`config.mk`:
```
export PLATFORM = sky130hd
export DESIGN_NAME = uart_tx_fifo
export DESIGN_NICKNAME = d
export VERILOG_FILES = /design/src/rtl/uart_tx_fifo_pkg.sv /design/src/rtl/uart_sync_fifo.sv /design/src/rtl/uart_tx_fifo.sv
export SDC_FILE = /design/constraint.sdc
export NUM_CORES = 1
export LEC_CHECK = 0
export CAP_MARGIN = 10
export CORE_ASPECT_RATIO = 0.7
export CORE_MARGIN = 10
export CORE_UTILIZATION = 52
export CTS_BUF_LIST = sky130_fd_sc_hd__clkbuf_4 sky130_fd_sc_hd__clkbuf_8
export DETAILED_ROUTE_END_ITERATION = 10
export HOLD_SLACK_MARGIN = 0.05
export PLACE_DENSITY = 0.85
export SKIP_CTS_REPAIR_TIMING = 1
export SLEW_MARGIN = 20
export SYNTH_ARGS = -nofsm -noshare
export SYNTH_HDL_FRONTEND = slang
export SYNTH_SLANG_ARGS = --single-unit
```
`constraint.sdc`:
```
create_clock -name clk -period 4.6 [get_ports clk]
set_input_delay 1.38 -clock clk [delete_from_list [all_inputs] [get_ports clk]]
set_output_delay 1.38 -clock clk [all_outputs]
set_load 0.01 [all_outputs]
```
`src/rtl/uart_tx_fifo_pkg.sv`:
```
// Shared types and constants for the FIFO-buffered UART transmitter.
// Holds the FSM state enum, the frame-length and parity encodings, the
// minimum bit-time divisor and small helpers that decode the frame length.
package uart_tx_fifo_pkg;

  localparam int unsigned MIN_DIV = 2;

  typedef enum logic [2:0] {
    IDLE   = 3'd0,
    START  = 3'd1,
    DATA   = 3'd2,
    PARITY = 3'd3,
    STOP   = 3'd4
  } state_t;

  typedef enum logic [1:0] {
    DB5 = 2'b00,
    DB6 = 2'b01,
    DB7 = 2'b10,
    DB8 = 2'b11
  } data_bits_t;

  typedef enum logic [1:0] {
    PAR_NONE  = 2'b00,
    PAR_EVEN  = 2'b01,
    PAR_ODD   = 2'b10,
    PAR_NONE2 = 2'b11
  } parity_t;

  // Keeps only the bits that belong to the selected frame length.
  function automatic logic [7:0] data_mask(input logic [1:0] db);
    case (data_bits_t'(db))
      DB5:     data_mask = 8'h1F;
      DB6:     data_mask = 8'h3F;
      DB7:     data_mask = 8'h7F;
      default: data_mask = 8'hFF;
    endcase
  endfunction

  // Index of the last data bit: 5..8 bits map onto 4..7.
  function automatic logic [2:0] last_bit(input logic [1:0] db);
    last_bit = {1'b1, db};
  endfunction

endpackage

```
`src/rtl/uart_sync_fifo.sv`:
```
// Synchronous show-ahead FIFO used as the transmit byte queue.
// Ports: clk, rst (sync, active-high), push/wdata write side, pop/rdata read
// side (rdata is the head entry, valid whenever empty is low), full, empty,
// count (entries held). A push while full is accepted only with a pop.
module uart_sync_fifo #(
  parameter  int unsigned WIDTH = 8,
  parameter  int unsigned DEPTH = 4,
  localparam int unsigned CW    = $clog2(DEPTH) + 1
) (
  input  logic             clk,
  input  logic             rst,
  input  logic             push,
  input  logic             pop,
  input  logic [WIDTH-1:0] wdata,
  output logic [WIDTH-1:0] rdata,
  output logic             full,
  output logic             empty,
  output logic [CW-1:0]    count
);

  localparam int unsigned AW = $clog2(DEPTH);

  logic [WIDTH-1:0] mem [DEPTH];
  logic [AW-1:0]    wr_ptr;
  logic [AW-1:0]    rd_ptr;
  logic             do_push;
  logic             do_pop;

  assign full    = (count == CW'(DEPTH));
  assign empty   = (count == '0);
  assign do_pop  = pop && !empty;
  assign do_push = push && (!full || do_pop);
  assign rdata   = mem[rd_ptr];

  // Pointers wrap naturally because DEPTH is a power of two.
  always_ff @(posedge clk) begin
    if (rst) begin
      wr_ptr <= '0;
      rd_ptr <= '0;
      count  <= '0;
    end else begin
      if (do_push) wr_ptr <= wr_ptr + AW'(1);
      if (do_pop)  rd_ptr <= rd_ptr + AW'(1);
      count <= count + CW'(do_push) - CW'(do_pop);
    end
  end

  // Storage carries no reset; entries are only read once written.
  always_ff @(posedge clk) begin
    if (do_push) mem[wr_ptr] <= wdata;
  end

endmodule

```
`src/rtl/uart_tx_fifo.sv`:
```
// UART transmitter with a byte FIFO in front of it.
// Ports: clk, rst (sync, active-high); data_in/tx_en enqueue a byte;
// data_bits, parity_mode, stop2, baud_div configure each frame and are
// captured when the byte is popped; tx serial line (idle high), busy,
// done (one pulse per frame), fifo_full, fifo_empty, overflow (dropped write).
module uart_tx_fifo #(
  parameter int unsigned FIFO_DEPTH = 4,
  parameter int unsigned DIV_W      = 16
) (
  input  logic             clk,
  input  logic             rst,
  input  logic [7:0]       data_in,
  input  logic             tx_en,
  input  logic [1:0]       data_bits,
  input  logic [1:0]       parity_mode,
  input  logic             stop2,
  input  logic [DIV_W-1:0] baud_div,
  output logic             tx,
  output logic             busy,
  output logic             done,
  output logic             fifo_full,
  output logic             fifo_empty,
  output logic             overflow
);

  import uart_tx_fifo_pkg::*;

  localparam int unsigned CW = $clog2(FIFO_DEPTH) + 1;

  logic [7:0]       head;
  logic             full_w;
  logic             empty_w;
  logic [CW-1:0]    count;
  logic             pop;

  state_t           state;
  logic [DIV_W-1:0] cnt;
  logic [DIV_W-1:0] div_q;
  logic [7:0]       sh;
  logic [2:0]       bit_idx;
  logic [2:0]       last_q;
  logic             par_en_q;
  logic             par_q;
  logic             stop2_q;
  logic             extra_stop;

  logic [DIV_W-1:0] eff_div;
  logic [7:0]       load_data;
  logic             load_par;
  logic             load_par_en;

  uart_sync_fifo #(
    .WIDTH (8),
    .DEPTH (FIFO_DEPTH)
  ) u_fifo (
    .clk   (clk),
    .rst   (rst),
    .push  (tx_en),
    .pop   (pop),
    .wdata (data_in),
    .rdata (head),
    .full  (full_w),
    .empty (empty_w),
    .count (count)
  );

  assign fifo_full  = full_w;
  assign fifo_empty = empty_w;

  // Frame parameters captured at a pop.
  assign eff_div     = (baud_div < DIV_W'(MIN_DIV)) ? DIV_W'(MIN_DIV) : baud_div;
  assign load_data   = head & data_mask(data_bits);
  assign load_par    = (^load_data) ^ (parity_mode == PAR_ODD);
  assign load_par_en = (parity_mode == PAR_EVEN) || (parity_mode == PAR_ODD);

  // Pop in IDLE, or on the last cycle of the final stop bit for gapless frames.
  assign pop = !rst && (count != '0) &&
               ((state == IDLE) || ((state == STOP) && (cnt == '0) && !extra_stop));

  always_ff @(posedge clk) begin
    done     <= 1'b0;
    overflow <= tx_en && full_w && !pop;
    if (rst) begin
      state      <= IDLE;
      tx         <= 1'b1;
      busy       <= 1'b0;
      done       <= 1'b0;
      overflow   <= 1'b0;
      cnt        <= '0;
      div_q      <= DIV_W'(MIN_DIV);
      sh         <= '0;
      bit_idx    <= '0;
      last_q     <= '0;
      par_en_q   <= 1'b0;
      par_q      <= 1'b0;
      stop2_q    <= 1'b0;
      extra_stop <= 1'b0;
    end else begin
      if (pop) begin
        state    <= START;
        tx       <= 1'b0;
        busy     <= 1'b1;
        cnt      <= eff_div - DIV_W'(1);
        div_q    <= eff_div;
        sh       <= load_data;
        last_q   <= last_bit(data_bits);
        par_en_q <= load_par_en;
        par_q    <= load_par;
        stop2_q  <= stop2;
      end else begin
        case (state)
          IDLE: begin
            tx   <= 1'b1;
            busy <= 1'b0;
          end
          START: begin
            if (cnt == '0) begin
              state   <= DATA;
              cnt     <= div_q - DIV_W'(1);
              tx      <= sh[0];
              bit_idx <= '0;
            end else begin
              cnt <= cnt - DIV_W'(1);
            end
          end
          DATA: begin
            if (cnt == '0) begin
              cnt <= div_q - DIV_W'(1);
              if (bit_idx == last_q) begin
                if (par_en_q) begin
                  state <= PARITY;
                  tx    <= par_q;
                end else begin
                  state      <= STOP;
                  tx         <= 1'b1;
                  extra_stop <= stop2_q;
                end
              end else begin
                bit_idx <= bit_idx + 3'd1;
                sh      <= sh >> 1;
                tx      <= sh[1];
              end
            end else begin
              cnt <= cnt - DIV_W'(1);
            end
          end
          PARITY: begin
            if (cnt == '0) begin
              state      <= STOP;
              tx         <= 1'b1;
              cnt        <= div_q - DIV_W'(1);
              extra_stop <= stop2_q;
            end else begin
              cnt <= cnt - DIV_W'(1);
            end
          end
          STOP: begin
            if (cnt == '0) begin
              if (extra_stop) begin
                extra_stop <= 1'b0;
                cnt        <= div_q - DIV_W'(1);
              end else begin
                // A non-empty FIFO is handled by the pop branch above.
                done  <= 1'b1;
                state <= IDLE;
                busy  <= 1'b0;
                tx    <= 1'b1;
              end
            end else begin
              cnt <= cnt - DIV_W'(1);
            end
          end
          default: state <= IDLE;
        endcase
        if (pop == 1'b0 && state == STOP && cnt == '0 && !extra_stop) done <= 1'b1;
      end
      // done also pulses when the end of a frame coincides with the next pop.
      if (pop && state == STOP) done <= 1'b1;
    end
  end

endmodule

```
==> summary.md <==
| Metric | Value |
|---|---|
| Fin crit period | `approximately 4.3 ns` |
| Final wirelength | `between 10,000 and 15,000 um` |
| EDFF count, synth | `32` |
| Synthesized instance count | `about 510` |
| Total power | `3.558 mW` |
| GRT Util Overall | `about 17%` |
| Final setup viols | `0` |
| Drt drc | `0` |
| Synth unique cells | `66` |
| Peak supply drop | `0.0003643 V` |
| Fin nets | `593` |
| Final Cell Area | `0.005679 mm^2` |
| Non-Filler Instances | `680` |
| Cell count of the worst reg-to-reg path | `15` |
| DIE AREA | `0.01376 mm^2` |
| Outcome | `finished clean` |
| DP HPWL | `approximately 8300 um` |
| Critical path peak fanout | `4` |
| Post-Syn Area per Cell | `9.673 um^2` |
| TritonCTS Sinks | `98` |
| Worst Setup End Kind | `flop` |
| Worst EP arrival | `4.62 ns` |
| Cell area after synthesis | `about 0.0049 mm^2` |
| GP Congestion | `0.9443` |
| Met1 usage | `a little under a quarter` |
| Die span in y | `between 100 and 150 um` |
| Slowest Stage Delay on Critical Path | `0.49 ns` |
| Final Max Tran Viols | `0` |
| Largest net degree at the start of global routing | `57` |
| CP Depth | `13` |
| Max_cap viols | `0` |
| First-pass DRT Iterations | `5` |
| CP Class | `in2reg` |
| Number of synthesized register bits | `98` |
| Worst slew pin tran | `0.7643 ns` |
| Grt ovf | `0` |
| Post-synthesis sequential area ratio | `46.63%` |
| Max frequency | `0.2312 GHz` |
| Origin of the critical flop-to-flop path | `u_fifo.count[1]` |
| # diodes | `0` |
| Antenna-violating nets left | `0` |
| Ys async rst share | `0%` |
| Layout cells sized above 1 | `roughly 12%` |
| Vias in the first global route | `3,921` |
| Worst setup path startpoint | `baud_div[13]` |
| Area of the multi-input gates | `0.002436 mm^2` |
| Leading cell type in the layout, fill and taps excluded | `dfxtp_1` |
| CP endpoint | `cnt[14]` |
| Tcrit/Tclk final | `94.03%` |
| Initial Util | `53.74%` |
| Buffers on Ports | `37` |
| Vias/cell | `6.000` |
| H-tree depth | `3` |
| Type of origin of the critical path | `input port` |
| Clock latency on the worst-skew pair | `0.38 ns` |
| Initial DRC count | `468` |
| Grt met3 use | `5.885%` |
| Delay-heaviest family, CP | `simple AND/OR/NAND/NOR gates` |
| Global route hottest layer | `met2` |
| CTS tree | `yes` |
| Via count | `4,080` |
| Setup Skew | `0.01250 ns` |
| Clock Root Buffer | `clkbuf_8` |
| WL/cell | `approximately 17 um` |
| Crit-path slowest cell | `or4_1` |
| Synth Flop Type | `dfxtp_1` |
| Critical Path RT | `4.89 ns` |
| Worst slew margin | `48.86%` |
| Core ar. | `0.009107 mm^2` |
| Count of final hold-check violations | `0` |
| Met2 Usage GRT | `25.93%` |
| Setup slack on the worst flop-to-flop path | `0.85 ns` |
| CP Cell Sequence | `clkdlybuf4s50_1, nor4_1, buf_4, nand3_1, o311ai_2, o21a_1, ha_1, inv_1, a2111o_1, mux2i_2, nand4_1, or4_1, a311oi_1` |
| RSZ-0062 raised after global routing | `false` |
| Fillers | `just over 700` |
| Seq. cell area | `0.002282 mm^2` |
| Power Density | `626.5 mW/mm^2` |
| Worst-path clk slew | `approximately 0.10 ns` |
| Cells after DPL | `664` |
| Site Rows | `29` |
| WP buf/inv | `3` |
| RR Endpoint | `cnt[14]` |
| Leak Pwr | `approximately 2.0 nW` |
| First-pass GRT wire length | `19,140 um` |
| Clock tree buffer depth | `2` |
| Synth-to-Final Area Change | `16.03%` |
| Mapped Nets | `between 500 and 600` |
| Placed Area | `~0.0055 mm^2` |
| Hold crit path type | `reg2reg` |
| Ports | `38` |
| CTS buffer count | `9` |
| Initial antenna violation count | `0` |
| Yosys warning count | `0` |
| Highest-count cells in the layout ignoring fill and taps | `66 x dfxtp_1, 50 x nor2_1, 39 x nand2_1` |
| DIE WIDTH | `between 100 and 150 um` |
-- worst min path at each step --
stage / endpoint / depth (start not counted) / from / slack (ns)
2_1_floorplan: sh[0] / 2 / sh[0] / 0.44
3_3_place_gp: sh[2] / 2 / sh[2] / 0.44
3_5_place_dp: sh[3] / 2 / sh[3] / 0.45
4_1_cts: sh[3] / 2 / sh[3] / 0.47
5_1_grt: sh[3] / 2 / sh[3] / 0.48
6_report: sh[3] / 2 / sh[3] / 0.47
-- sequential cells by signal, summed over array words and instances (netlist names), 2 cells and up, named ones only --
register / count
state: 3
u_fifo.mem: 32
sh: 8
div_q: 16
cnt: 16
u_fifo.count: 3
u_fifo.rd_ptr: 2
last_q: 3
bit_idx: 3
u_fifo.wr_ptr: 2
-- synthesized netlist by cell type (8+ instances only) --
library cell | instances | area (um^2)
nand2b_1 | 18 | 112.6
nor2_1 | 50 | 187.7
nor3_1 | 17 | 85.08
a211oi_1 | 15 | 112.6
ha_1 | 9 | 112.6
nand3_1 | 8 | 40.04
xnor2_1 | 16 | 140.1
dfxtp_1 | 66 | 1321
o21ai_0 | 33 | 165.2
clkbuf_1 | 22 | 82.58
nand2_1 | 39 | 146.4
inv_1 | 14 | 52.55
or3_1 | 9 | 56.30
edfxtp_1 | 32 | 960.9
a21oi_1 | 30 | 150.1
-- layer usage --
metal  share of wire [%]  up-vias  routed length [um]
met2                  45      165                5149
met3                 8.5       13                 984
met1                  46     1948                5276
li1                    -     1954                   -
met4                0.88        0                 101
met5                   0        -                   0
-- cells by family after synthesis --
logic type	synth area share [%]
mux	5.343
flops	46.63
xor+xnor	3.579
buf+inv	4.013
simple gates	19.43
compound gates	18.30
fa+ha+maj	2.710
-- worst min-delay path: cells and delay by family, from the launching register on --
kind	cells	cell delay (ns)
flops	1	0.32
simple gates	1	0.05
compound gates	1	0.05
-- area by class of cell --
cell class	instances	area share, %
clock inverters	7	0.9033
inverters	16	1.102
well taps	124	2.732
multi-input cells	362	42.89
repair buffers	64	10.00
clock buffers	9	2.181
flip-flops and latches	98	40.19
-- per-stage QoR --
stage,utilization (%),TNS [ns],hold WS [ns],worst slack (ns)
6_report,62.36,0,0.4665,0.2745
3_3_place_gp,60.28,-0.1765,0.4432,-0.09999
3_5_place_dp,60.28,-0.6341,0.4522,-0.2294
5_1_grt,62.36,0,0.4752,0.06219
4_1_cts,62.21,0,0.4652,0.1098
2_1_floorplan,-,-0.0008553,0.4363,-0.0008553
-- where the power goes --
group	leakage, nW	internal, mW	total [mW]	switching [mW]
logic	1.06	0.756	1.74	0.989
clock network	0.0880	0.201	0.516	0.315
registers	0.836	1.11	1.30	0.184
(Power assumes the default switching activity.)
